[src/rtl/board_pkg.sv]
// Shared board-level types and timing constants for the Zybo Z7-10 button path.
package board_pkg;

  typedef enum logic [1:0] {IDLE_LO, WAIT_HI, IDLE_HI, WAIT_LO} db_state_t;

  localparam int CLK_HZ    = 125_000_000;
  localparam int DB_MS     = 10;
  localparam int REPEAT_MS = 500;

  function automatic int ms_to_cycles(input int ms);
    return int'((longint'(CLK_HZ) * longint'(ms)) / 64'sd1000);
  endfunction

  function automatic int max2(input int a, input int b);
    return (a > b) ? a : b;
  endfunction

  localparam int DB_CYCLES_DFLT     = ms_to_cycles(DB_MS);
  localparam int REPEAT_CYCLES_DFLT = ms_to_cycles(REPEAT_MS);

endpackage

[src/rtl/sync_2ff.sv]
// Two-flop synchronizer for one asynchronous bit, reset to 0.
// Latency: 2 cycles. No backpressure.
module sync_2ff (
  input  logic clk,
  input  logic reset,
  input  logic d,
  output logic q
);

  logic meta;

  always_ff @(posedge clk) begin
    if (reset) begin
      meta <= 1'b0;
      q    <= 1'b0;
    end else begin
      meta <= d;
      q    <= meta;
    end
  end

endmodule

[src/rtl/button_debouncer.sv]
// Debounces one push-button into a level plus press/release strobes; BTN_AUTOREPEAT_EN adds held-key repeat.
// Latency: DB_CYCLES+3 cycles from a stable raw edge to strobe. No backpressure; strobes are fire-and-forget.
module button_debouncer
  import board_pkg::*;
#(
  parameter int DB_CYCLES     = DB_CYCLES_DFLT,
  parameter int REPEAT_CYCLES = REPEAT_CYCLES_DFLT
) (
  input  logic clk,
  input  logic reset,
  input  logic btn_raw,
  output logic btn_level,
  output logic btn_press,
  output logic btn_release
);

  localparam int CNT_W = $clog2(max2(DB_CYCLES, REPEAT_CYCLES) + 1);
  localparam logic [CNT_W-1:0] DB_LAST = CNT_W'(DB_CYCLES - 1);
  localparam logic [CNT_W-1:0] CNT_ONE = CNT_W'(1);
`ifdef BTN_AUTOREPEAT_EN
  localparam logic [CNT_W-1:0] REPEAT_LAST = CNT_W'(REPEAT_CYCLES - 1);
`endif

  logic             s;
  db_state_t        state, state_nxt;
  logic [CNT_W-1:0] cnt, cnt_nxt;
  logic             level_nxt, press_nxt, release_nxt;

  sync_2ff u_sync (
    .clk   (clk),
    .reset (reset),
    .d     (btn_raw),
    .q     (s)
  );

  always_ff @(posedge clk) begin
    if (reset) begin
      state       <= IDLE_LO;
      cnt         <= '0;
      btn_level   <= 1'b0;
      btn_press   <= 1'b0;
      btn_release <= 1'b0;
    end else begin
      state       <= state_nxt;
      cnt         <= cnt_nxt;
      btn_level   <= level_nxt;
      btn_press   <= press_nxt;
      btn_release <= release_nxt;
    end
  end

  // cnt only advances below its compare value, so it can never wrap.
  always_comb begin
    state_nxt   = state;
    cnt_nxt     = cnt;
    level_nxt   = btn_level;
    press_nxt   = 1'b0;
    release_nxt = 1'b0;
    case (state)
      IDLE_LO: begin
        if (s) begin
          state_nxt = WAIT_HI;
          cnt_nxt   = '0;
        end
      end
      WAIT_HI: begin
        if (!s) begin
          state_nxt = IDLE_LO;
          cnt_nxt   = '0;
        end else if (cnt == DB_LAST) begin
          state_nxt = IDLE_HI;
          level_nxt = 1'b1;
          press_nxt = 1'b1;
          cnt_nxt   = '0;
        end else begin
          cnt_nxt = cnt + CNT_ONE;
        end
      end
      IDLE_HI: begin
        if (!s) begin
          state_nxt = WAIT_LO;
          cnt_nxt   = '0;
        end
`ifdef BTN_AUTOREPEAT_EN
        else if (cnt == REPEAT_LAST) begin
          press_nxt = 1'b1;
          cnt_nxt   = '0;
        end else begin
          cnt_nxt = cnt + CNT_ONE;
        end
`endif
      end
      WAIT_LO: begin
        // A rejected release glitch restarts the repeat period from zero.
        if (s) begin
          state_nxt = IDLE_HI;
          cnt_nxt   = '0;
        end else if (cnt == DB_LAST) begin
          state_nxt   = IDLE_LO;
          level_nxt   = 1'b0;
          release_nxt = 1'b1;
          cnt_nxt     = '0;
        end else begin
          cnt_nxt = cnt + CNT_ONE;
        end
      end
      default: begin
        state_nxt = IDLE_LO;
        cnt_nxt   = '0;
      end
    endcase
  end

endmodule
[config.mk]
export PLATFORM = sky130hd
export DESIGN_NAME = button_debouncer
export DESIGN_NICKNAME = d
export VERILOG_FILES = /design/src/rtl/board_pkg.sv /design/src/rtl/sync_2ff.sv /design/src/rtl/button_debouncer.sv
export SDC_FILE = /design/constraint.sdc
export NUM_CORES = 1
export LEC_CHECK = 0
export BUFFER_PORTS_ARGS = -buffer_cell sky130_fd_sc_hd__buf_2
export CORE_ASPECT_RATIO = 1.75
export CORE_MARGIN = 1
export CORE_UTILIZATION = 54
export DETAILED_ROUTE_END_ITERATION = 8
export PLACE_DENSITY_LB_ADDON = 0.25
export SLEW_MARGIN = 10
export SYNTH_ARGS = -nofsm -noshare
export SYNTH_HDL_FRONTEND = slang
export SYNTH_HIERARCHICAL = 1
export SYNTH_SLANG_ARGS = --single-unit
[constraint.sdc]
create_clock -name clk -period 1.96 [get_ports clk]
set_input_delay 0.588 -clock clk [delete_from_list [all_inputs] [get_ports clk]]
set_output_delay 0.588 -clock clk [all_outputs]
set_load 0.01 [all_outputs]
Yosys cells after proc, flatten, opt, wreduce, memory -nomap -nowiden. Cells that the tools add are included.

Flip-flop bits (word level): 33. Bits of input ports: 3.

$add $sub $neg: 1. Equal/unequal tests: 12. Mux-type cells: 19. Bitwise logic cells: 3. Reductions and logical operators: 7.

Operators by type and width (number): $mux 26 (5); $pmux 26 s4 (1); $add 26x1->26 const B (1); $eq 26x21->1 const B (1); $mux 2 (6); $ne 2x2->1 const B (4); $pmux 2 s4 (1); $reduce_or 3->1 (2); $mux 1 (5); $reduce_and 5->1 (1); $eq 2x2->1 const B (2); $ne 2x1->1 const B (2); $reduce_and 4->1 (1); $ne 3x2->1 const B (1); $ne 3x3->1 const B (1); $not 1->1 (3); $eq 2x1->1 const B (1); $logic_not 2->1 (1); $pmux 1 s2 (1); $reduce_and 2->1 (1); $reduce_bool 2->1 (1).

Depth between registers and ports, before layout. Gate-level depths: netlist (run 1).

Depth in word-level cells: 4. Mapped depth: 8. Mapped depth without buffers: 6.

Hierarchy. The synthesis (run 1) kept the hierarchy.

By module, submodules not included: button_debouncer (times used 1, cells an instance 199, area each 1627.8 um^2, seq. area each 620.6 um^2); sync_2ff (times used 1, cells an instance 4, area each 52.6 um^2, seq. area each 40.0 um^2).

Worst setup path after synthesis (run 1). OpenSTA, ideal clock, no wires.

Kind: reg2reg. Start point: register cnt[4]. End point: register cnt[9]. Library setup time: 0.122 ns. Arrival: 1.891 ns. Setup slack: -0.053 ns. Cell stages (with the launch flop): 7. Clock period less this slack: 2.013 ns. Cell sequence: dfxtp_1 or4b_4 nor4_4 a31oi_1 buf_2 and3_1 a221o_1.

Longest elaborated chain between the ends: 4. Elaborated cells on any way between the ends: 6. Those cells by class: 1 x add/sub; 1 x eq/ne; 4 x mux.

Ends and longest elaborated chain: start: declaration (RTL line button_debouncer.sv:26) `logic [CNT_W-1:0] cnt, cnt_nxt;`; start signal: assignment (RTL line button_debouncer.sv:45) `cnt <= cnt_nxt;`; $add 26x1->26 or $eq 26x21->1 (tied branches); $mux 26 (*) (RTL line button_debouncer.sv:70, button_debouncer.sv:98); $mux 26 (on tied branches) (RTL line button_debouncer.sv:95, button_debouncer.sv:67); $pmux 26 s4 (*) (RTL line button_debouncer.sv:59) `case (state)`.

Mark *: on every way between the ends. The rest lies on a longest branch, timed or not. A chain may end at the register's enable or synchronous reset.

Worst setup path in the final report (run 1).
Start point: register cnt[15]. End point: register cnt[15].

Same word-level chain as after synthesis.

==> flow_summary.json, run 1 <==
{
  "clock_sinks": 33,
  "drive_gt1_share_pct": 29.3,
  "cp.arrival_ns": 2.14,
  "hold_class": "reg -> reg",
  "gp_congestion": 0.895,
  "die_h_um": 75.8,
  "holdCritStartpoint": "u_sync/meta",
  "r2r-end": "cnt[15]",
  "io_buffers": 5,
  "grt_antenna_before_repair": 0,
  "r2r_slack_ns": -0.03,
  "yosysTopAreaCellShare_pct": 39.3,
  "core.rowCount": 26,
  "cts_buffers": 5,
  "timing.rr.start": "cnt[15]",
  "netSwitchingFraction_pct": 21.1,
  "yosysTopAreaCell": "dfxtp_1",
  "stdcell_count": 267,
  "netlist_top_cells_area": "dfxtp_1, a31oi_1, a21oi_1, nand2_1, nand3_1",
  "dpl.hpwl_um": 3280,
  "first_iter_violations": 76,
  "grt_max_degree": 14,
  "viasPerCell": 6.60,
  "clk_latency_ns": 0.30,
  "power_frac_clock_pct": 48.4,
  "crit_chain": "nor4_1, and4b_1, a31oi_2, buf_6, buf_8, a31oi_4, a31oi_1",
  "synth.ff_latch_count": 33,
  "grt_pass1_wl_um": 7470,
  "fin_crit_ns": 1.99,
  "grt_usage_pct": 30.3,
  "place_area_um2": 1950,
  "netlist_instances": 203,
  "fillers": 206,
  "slew_headroom_pct": 54.9,
  "routed_wl_um": 4830,
  "finalMaxSlewViolations": 0,
  "wl_per_cell_um": 18.1,
  "postSynthAreaPerCell_um2": 8.28,
  "fin_ws_ns": -0.0267,
  "switching_power_w": 0.000295,
  "status": "finished, violations left",
  "grt-ovfl-total": 0,
  "cp_slowest_cell": "nor4_1",
  "drt_pre_antenna_iters": 5,
  "crit_type": "reg -> reg",
  "n_antenna_cell": 0,
  "hold_end": "u_sync/q",
  "clock-root-buffer": "clkbuf_8",
  "p_seq_share_pct": 48.4,
  "stdcell_area_um2": 2190,
  "hold_depth": 1,
  "ys_types": 42,
  "seq_area_frac_synth_pct": 39.3,
  "cts_tree": "done",
  "peakVddDrop_mv": 0.582,
  "syn-cell-area_um2": 1680,
  "clk_pin_slew_ns": 0.07,
  "violations": "setup timing",
  "yosys_warnings": 6,
  "dr_total_vias": 1762,
  "p_int_w": 0.00111,
  "p_leak_nw": 0.841,
  "power_density_nw_per_um2": 639,
  "dieArea_um2": 3350,
  "core_um2": 2930,
  "grt_pass1_vias": 1655,
  "drv_cap": 0,
  "finalHoldViolCount": 0,
  "rsz0062_at_grt": "yes",
  "fmaxAchievable_mhz": 503,
  "drc": 0,
  "synth_fp_nets": 207,
  "r2r_cells": 7,
  "synth_edf_count": 0,
  "end_kind": "flip-flop",
  "post-route-period-util_pct": 101,
  "ys.flop_type": "dfxtp_1",
  "crit_fanout": 10,
  "async_flop_share_pct": 0,
  "nets": 242,
  "tightest_slew_ns": 0.671,
  "ant_nets": 0,
  "dp.cells": 258,
  "num_io_pins": 6,
  "die_w_um": 44.2,
  "utilization_pct": 74.8,
  "syn_to_final_growth_pct": 30.4,
  "setup_viol": 7,
  "skew_ns": 0.00516,
  "critPathLaunchType": "flip-flop",
  "htreeDepth": 2,
  "max_stage_delay_ns": 0.48,
  "initial_core_util_pct": 57.4,
  "pwr-share-comb_pct": 3.2,
  "clock_path_buffers": 2,
  "critical_path_required_ns": 2.12
}
## layout by cell type (no fill, tap or decap), types with 2 or more instances in the layout
cell,n
a21oi_1,13
a221o_1,3
a22o_1,3
a31oi_1,13
a31oi_4,3
and3_1,5
and3_4,3
and4_1,2
buf_2,5
buf_4,30
buf_6,2
clkbuf_8,6
dfxtp_1,28
dfxtp_2,5
inv_1,5
mux2i_1,3
nand2_1,18
nand2b_1,4
nand3_1,13
nand3b_1,2
nand4_1,6
nor2_1,14
nor2b_1,2
nor3_1,6
nor4_1,5
o21ai_0,5
o21ai_1,2
or4b_4,2
xnor2_1,3
xor2_1,4
## metal layers
| layer | wire length (um) | share of wire, % | track usage [%] | up-vias |
|---|---|---|---|---|
| met4 | 179 | 3.7 | 19.2 | 0 |
| met1 | 1750 | 36 | 31.1 | 843 |
| li1 | - | - | - | 840 |
| met5 | 0 | 0 | 0 | - |
| met3 | 206 | 4.3 | 5.45 | 20 |
| met2 | 2700 | 56 | 54.9 | 59 |
## layout make-up
type                    instances  area (um^2)  area share (%)
inverters                       5         18.8           0.857
clock inverters                 1         30.0            1.37
clock buffers                   7         86.3            3.94
flip-flops and latches         33          667            30.4
repair buffers                 38          288            13.1
well taps                      28         35.0            1.60
multi-input cells             155         1070            48.7
## cells by family (layout without fill, tap and decap cells)
kind of cell	after synthesis	in the layout	share of synthesized area [%]
xor+xnor	7	7	3.65
fa+ha+maj	1	1	0.744
simple gates	94	94	32.0
buf+inv	15	51	3.57
flops	33	33	39.3
compound gates	50	50	18.9
mux	3	3	1.79
## through the flow
step | setup slack, ns | hold WS [ns] | setup TNS, ns | total power [W]
CTS | -0.00998 | 0.449 | -0.0211 | 0.00140
global route | -0.0730 | 0.461 | -0.409 | 0.00144
finish | -0.0267 | 0.447 | -0.0882 | 0.00140
global placement | 0.0654 | 0.421 | 0 | 0.000736
detailed placement | 0.00283 | 0.433 | 0 | 0.000737
floorplan | -0.0118 | 0.414 | -0.0213 | 0.000719
## power groups by stage
stage | sequential (W) | combinational (W) | clock (W)
floorplan | 0.000694 | 0.0000256 | 0
global placement | 0.000693 | 0.0000424 | 0
detailed placement | 0.000693 | 0.0000433 | 0
CTS | 0.000678 | 0.0000435 | 0.000682
global route | 0.000678 | 0.0000482 | 0.000715
finish | 0.000678 | 0.0000445 | 0.000678
## registers in the layout, indices dropped and copies added, names as in the netlist, named ones only
signal and cells:
state 1, btn_level 1, u_sync/q 1, btn_release 1, btn_press 1, cnt 26
u_sync/meta 1
## synth_stat cells (4+ instances only)
cell type   n
nand2_1    18
nand4_1     6
nor4_1      6
nor2_1     14
clkbuf_1    6
inv_1       5
nand3_1    13
o21ai_0     5
xor2_1      4
a21oi_1    14
nor3_1      6
and3_1      8
a31oi_1    17
dfxtp_1    33
nand2b_1    4
## worst max-delay path by stage
| stage | from | endpoint | cells after the start |
|---|---|---|---|
| after floorplan | cnt[25] | cnt[9] | 6 |
| after global placement | cnt[25] | cnt[19] | 6 |
| after detailed placement | cnt[25] | cnt[20] | 7 |
| after CTS | cnt[14] | cnt[20] | 7 |
| after global routing | cnt[15] | cnt[15] | 7 |
| final | cnt[15] | cnt[15] | 7 |
## worst max-delay path: cells and delay by family (launching register included)
kind            cells  cell delay [ns]
compound gates      3             0.36
buf+inv             2             0.31
simple gates        2             0.83
flops               1             0.34
## what timing repair did
item / in CTS / in global routing
setup buffers: 0 / 1
pin swaps: 8 / 7
gates resized for setup: 8 / 14
endpoints found under the setup margin: 5 / 19
hold buffers: 0 / 0
No activity file was read; power rests on OpenSTA's default activity.
==> inputs of run 2 (changes only) <==
--- a/config.mk
+++ b/config.mk
@@ -5,10 +5,11 @@
 export SDC_FILE = /design/constraint.sdc
 export NUM_CORES = 1
 export LEC_CHECK = 0
+export ABC_AREA = 1
 export BUFFER_PORTS_ARGS = -buffer_cell sky130_fd_sc_hd__buf_2
 export CORE_ASPECT_RATIO = 1.75
 export CORE_MARGIN = 1
-export CORE_UTILIZATION = 54
+export CORE_UTILIZATION = 55
 export DETAILED_ROUTE_END_ITERATION = 8
 export PLACE_DENSITY_LB_ADDON = 0.25
 export SLEW_MARGIN = 10
==> flow_summary.json, run 2 <==
{
  "timing.rr.start": "cnt[0]",
  "nets": 333,
  "die_h_um": 82.8,
  "p_seq_share_pct": 48.8,
  "r2r-end": "cnt[8]",
  "crit_fanout": 25,
  "wl_met2_um": 2580,
  "grt-ovfl-total": 0,
  "end_kind": "flip-flop",
  "dr.max_layer_used": "met4",
  "finalHoldViolCount": 0,
  "initial_core_util_pct": 57.1,
  "ys_types": 33,
  "mostFrequentLayoutCell": "nand2_1",
  "async_flop_share_pct": 0,
  "p_int_w": 0.00110,
  "grt_pass1_vias": 1835,
  "slew_headroom_pct": 72.3,
  "power_density_nw_per_um2": 627,
  "seq_area_frac_synth_pct": 32.2,
  "finalMaxSlewViolations": 0,
  "clock_path_buffers": 2,
  "die_w_um": 48.2,
  "core.rowCount": 29,
  "grt_usage_pct": 27.5,
  "synth.ff_latch_count": 33,
  "netlist_top_cells_area": "dfxtp_1, nand2_1, nor2_1, a21oi_1, inv_1",
  "syn-cell-area_um2": 2050,
  "synth_edf_count": 0,
  "pwr-share-comb_pct": 3.8,
  "netlist_instances": 322,
  "cts_buffers": 5,
  "viasPerCell": 5.26,
  "path_delay_family": "simple AND/OR/NAND/NOR gates",
  "post-route-period-util_pct": 85.6,
  "yosysTopAreaCellShare_pct": 32.2,
  "yosys_warnings": 6,
  "largest-register": "cnt",
  "critical_path_depth": 10,
  "cts_hold_buf": 0,
  "r2r_slack_ns": 0.28,
  "netSwitchingFraction_pct": 20.6,
  "fin_setup_tns_ns": 0,
  "cp_slowest_cell": "dfxtp_1",
  "setup_viol": 0,
  "grt_pass1_wl_um": 7750,
  "cp_common_cell": "nand2_1",
  "power_frac_clock_pct": 47.3,
  "hold_class": "reg -> reg",
  "crit_chain": "ha_1, nand2_1, nor2_4, nand3_2, nor2_4, nor2_8, nand3_1, nand2_1, nand2_1, inv_1",
  "skew_ns": 0.0115,
  "wl_met1_um": 1850,
  "fillers": 344,
  "startpoint": "cnt[0]",
  "clk_pin_slew_ns": 0.07,
  "num_io_pins": 6,
  "drc": 0,
  "peakVddDrop_mv": 0.593,
  "drt_pre_antenna_iters": 4,
  "core_um2": 3590,
  "n_antenna_cell": 0,
  "p_leak_nw": 0.804,
  "htreeDepth": 2,
  "r2r_cells": 10,
  "utilization_pct": 61.7,
  "gp_congestion": 0.946,
  "layout.cells.most_common_list": "nand2_1, nor2_1, dfxtp_1",
  "first_iter_violations": 64,
  "tightest_slew_ns": 0.412,
  "postCtsSetupRepairBufs": 0,
  "cts_resized": 0,
  "rsz0062_at_grt": "no",
  "cp.arrival_ns": 1.86,
  "ys.flop_type": "dfxtp_1",
  "wl_per_cell_um": 12.7,
  "status": "completed",
  "critPathBufInv": 1,
  "netlist_top_cells_count": "nand2_1, nor2_1, dfxtp_1",
  "clk_latency_ns": 0.29,
  "crit_type": "reg -> reg",
  "crit_end": "cnt[8]",
  "ant_nets": 0,
  "max_stage_delay_ns": 0.40,
  "routed_wl_um": 4770,
  "cts_tree": "done",
  "critical_path_required_ns": 2.14,
  "switching_power_w": 0.000287,
  "grt_max_degree": 28,
  "yosysTopAreaCell": "dfxtp_1",
  "drive_gt1_share_pct": 13.0,
  "clock-root-buffer": "clkbuf_8",
  "yosysMostFrequentCell": "nand2_1",
  "grt_antenna_before_repair": 0,
  "clock_sinks": 33,
  "io_buffers": 5,
  "wl_met3_um": 160,
  "syn_to_final_growth_pct": 8.11,
  "fin_crit_ns": 1.68,
  "largest_reg_flops": 26,
  "dieArea_um2": 3990,
  "dpl.hpwl_um": 3470,
  "synth_fp_nets": 326,
  "critPathLaunchType": "flip-flop",
  "dr_total_vias": 1979,
  "drv_cap": 0,
  "postSynthAreaPerCell_um2": 6.37,
  "fmaxAchievable_mhz": 596
}
## run 2: cell type report
cell class              count  area [um^2]  share of cell area, %
repair buffers              7         40.0                   1.81
well taps                  46         57.6                   2.60
clock buffers               7         86.3                   3.89
inverters                  31          116                   5.25
multi-input cells         251         1230                   55.3
clock inverters             1         30.0                   1.35
flip-flops and latches     33          661                   29.8
## run 2: cell families after synthesis
kind of cell | count (synthesis) | share of synthesized area (%)
and+or+nand+nor | 208 | 47.0
buffers and inverters | 38 | 7.99
AOI/OAI and AO/OA | 34 | 8.73
DFF | 33 | 32.2
xor gates and xnor gates | 8 | 3.42
adders and majority gates | 1 | 0.610
## run 2: worst min path at each step
stage	start	endpoint	slack (ns)	cells after the start
floorplan	u_sync/meta	u_sync/q	0.39	2
global placement	u_sync/meta	u_sync/q	0.40	2
detailed placement	u_sync/meta	u_sync/q	0.41	2
CTS	u_sync/meta	u_sync/q	0.42	2
global route	u_sync/meta	u_sync/q	0.45	2
finish	u_sync/meta	u_sync/q	0.41	2
## run 2: stage by stage
stage	total power [W]	instances	instance area [um^2]	hold slack, ns	worst slack, ns
after floorplan	0.000731	322	2050	0.388	0.429
after global placement	0.000747	368	2100	0.396	0.370
after detailed placement	0.000747	368	2100	0.408	0.322
after CTS	0.00141	376	2220	0.419	0.310
after global routing	0.00143	376	2220	0.453	0.165
final	0.00139	376	2220	0.412	0.282
## run 2: worst register-to-register path: cells and delay by family, from the launching register on
family        cells  cell delay [ns]
buf+inv           1             0.05
flops             1             0.40
fa+ha+maj         1             0.28
simple gates      8             0.86
## run 2: power groups by stage
stage	registers, W	clock network (W)	logic, W
floorplan	0.000693	0	0.0000380
global placement	0.000694	0	0.0000534
detailed placement	0.000694	0	0.0000534
CTS	0.000678	0.000675	0.0000534
global route	0.000679	0.000694	0.0000577
finish	0.000679	0.000658	0.0000529
## run 2: routing by layer
metal | up-vias | GRT usage, %
met5 | - | 0
met4 | 0 | 15.3
met3 | 16 | 4.55
met2 | 47 | 48.1
met1 | 892 | 28.9
li1 | 1024 | -
==> inputs of run 3 (changes only) <==
--- a/config.mk
+++ b/config.mk
@@ -5,13 +5,13 @@
 export SDC_FILE = /design/constraint.sdc
 export NUM_CORES = 1
 export LEC_CHECK = 0
-export ABC_AREA = 1
 export BUFFER_PORTS_ARGS = -buffer_cell sky130_fd_sc_hd__buf_2
 export CORE_ASPECT_RATIO = 1.75
 export CORE_MARGIN = 1
-export CORE_UTILIZATION = 55
+export CORE_UTILIZATION = 54
 export DETAILED_ROUTE_END_ITERATION = 8
 export PLACE_DENSITY_LB_ADDON = 0.25
+export RECOVER_POWER = 25
 export SLEW_MARGIN = 10
 export SYNTH_ARGS = -nofsm -noshare
 export SYNTH_HDL_FRONTEND = slang
==> flow_summary.json, run 3 (synthesis gave the netlist of run 1 again) <==
{
  "ant_nets": 0,
  "post-route-period-util_pct": 102,
  "mostFrequentLayoutCell": "buf_4",
  "clock_path_buffers": 2,
  "cts_tree": "done",
  "r2r_cells": 7,
  "fin_crit_ns": 1.99,
  "largest_reg_flops": 26,
  "routed_wl_um": 4830,
  "htreeDepth": 2,
  "layout.cells.most_common_list": "buf_4, dfxtp_1, nand2_1",
  "clock-root-buffer": "clkbuf_8",
  "syn_to_final_growth_pct": 30.2,
  "viasPerCell": 6.60,
  "initial_core_util_pct": 57.4,
  "grt_pass1_wl_um": 7470,
  "fin_ws_ns": -0.0296,
  "core_um2": 2930,
  "holdWs_ns": 0.447,
  "fin_setup_tns_ns": -0.109,
  "critical_path_required_ns": 2.12,
  "skew_ns": 0.00515,
  "timing.rr.start": "cnt[15]",
  "max_stage_delay_ns": 0.48,
  "grt_usage_pct": 30.3,
  "crit_chain": "nor4_1, and4b_1, a31oi_2, buf_6, buf_8, a31oi_4, a31oi_1",
  "nets": 242,
  "hold_class": "reg -> reg",
  "fmaxAchievable_mhz": 503,
  "finalHoldViolCount": 0,
  "power_density_nw_per_um2": 640,
  "cp_slowest_cell": "nor4_1",
  "die_w_um": 44.2,
  "r2r_slack_ns": -0.03,
  "grt_pass1_vias": 1655,
  "cts_buffers": 5,
  "clk_latency_ns": 0.30,
  "dr_total_vias": 1762,
  "cp.arrival_ns": 2.15,
  "violations": "setup timing",
  "drv_cap": 0,
  "io_buffers": 5,
  "dpl.hpwl_um": 3280,
  "tightest_slew_ns": 0.671,
  "dieArea_um2": 3350,
  "drc": 0,
  "gp_congestion": 0.895,
  "first_iter_violations": 76,
  "die_h_um": 75.8,
  "utilization_pct": 74.7,
  "dp.cells": 258,
  "holdCritStartpoint": "u_sync/meta",
  "crit_type": "reg -> reg",
  "num_io_pins": 6,
  "end_kind": "flip-flop",
  "crit_fanout": 10,
  "hold_depth": 1,
  "p_leak_nw": 0.832,
  "wl_per_cell_um": 18.1,
  "setup_viol": 7,
  "r2r-end": "cnt[15]",
  "cts_hold_buf": 0,
  "grt_antenna_before_repair": 0,
  "clk_pin_slew_ns": 0.07,
  "n_antenna_cell": 0,
  "slew_headroom_pct": 54.9,
  "finalMaxSlewViolations": 0,
  "peakVddDrop_mv": 0.582,
  "drt_pre_antenna_iters": 4,
  "grt_max_degree": 14,
  "drive_gt1_share_pct": 28.5,
  "clock_sinks": 33,
  "critPathLaunchType": "flip-flop",
  "path_delay_family": "simple AND/OR/NAND/NOR gates",
  "status": "finished, violations left",
  "rsz0062_at_grt": "yes",
  "largest-register": "cnt",
  "critPathBufInv": 2,
  "grt-ovfl-total": 0,
  "post-place-ws_ns": 0.00283,
  "stdcell_count": 267,
  "hold_end": "u_sync/q",
  "core.rowCount": 26
}
-- run 3: changes by cell type in the layout (fill, tap and decap cells not counted), moves of 6 or more --
cell / change
a21oi_1: -11
inv_1: -20
nand3_2: -6
nor2_1: -25
buf_4: +28
nand2_1: -101
a31oi_1: +13
-- run 3: timing repair --
item | in CTS | in global routing
pin swaps | 8 | 7
buffers inserted | 0 | 1
setup endpoints to repair | 5 | 19
gates cloned | 0 | 0
endpoints found under the hold margin | 0 | 0
gates resized for setup | 8 | 14
-- run 3: power breakdown --
group,switching [W],total (W),internal [W],leakage [nW]
logic,0.0000283,0.0000445,0.0000162,0.505
clock network,0.000264,0.000678,0.000414,0.0585
registers,0.00000310,0.000678,0.000675,0.269
-- run 3: per-layer routing --
layer	track usage [%]	vias up	share of wire, %
li1	-	840	-
met1	31.1	840	36
met2	54.9	62	56
met3	5.45	20	4.4
met4	19.2	0	3.7
met5	0	-	0
-- run 3: layout make-up --
| cell class | count | area, um^2 |
|---|---|---|
| multi-input combinational | 155 | 1070 |
| fill | 208 | 739 |
| sequential | 33 | 667 |
| timing repair buffer | 38 | 285 |
| clock buffer | 7 | 86.3 |
| tap | 28 | 35.0 |
| clock inverter | 1 | 30.0 |
| inverter | 5 | 18.8 |
-- run 3: worst max path at each step --
stage                     slack [ns]  cells past startpoint  endpoint  startpoint
after detailed placement       0.003                      7   cnt[20]     cnt[25]
after floorplan                -0.01                      6    cnt[9]     cnt[25]
after global routing           -0.07                      7   cnt[15]     cnt[15]
after global placement          0.07                      6   cnt[19]     cnt[25]
final                          -0.03                      7   cnt[15]     cnt[15]
after CTS                      -0.01                      7   cnt[20]     cnt[14]
-- run 3: worst register-to-register path: stages, from the launching register on --
cell     delay [ns]
dfxtp_1        0.34
nor4_1         0.48
and4b_1        0.35
a31oi_2        0.14
buf_6          0.17
buf_8          0.14
a31oi_4        0.17
a31oi_1        0.07
-- run 3: stage by stage --
step	total power, W	instance area [um^2]
3_3_place_gp	0.000736	1950
5_1_grt	0.00144	2190
3_5_place_dp	0.000737	1950
4_1_cts	0.00140	2090
2_1_floorplan	0.000719	1690
6_report	0.00140	2190
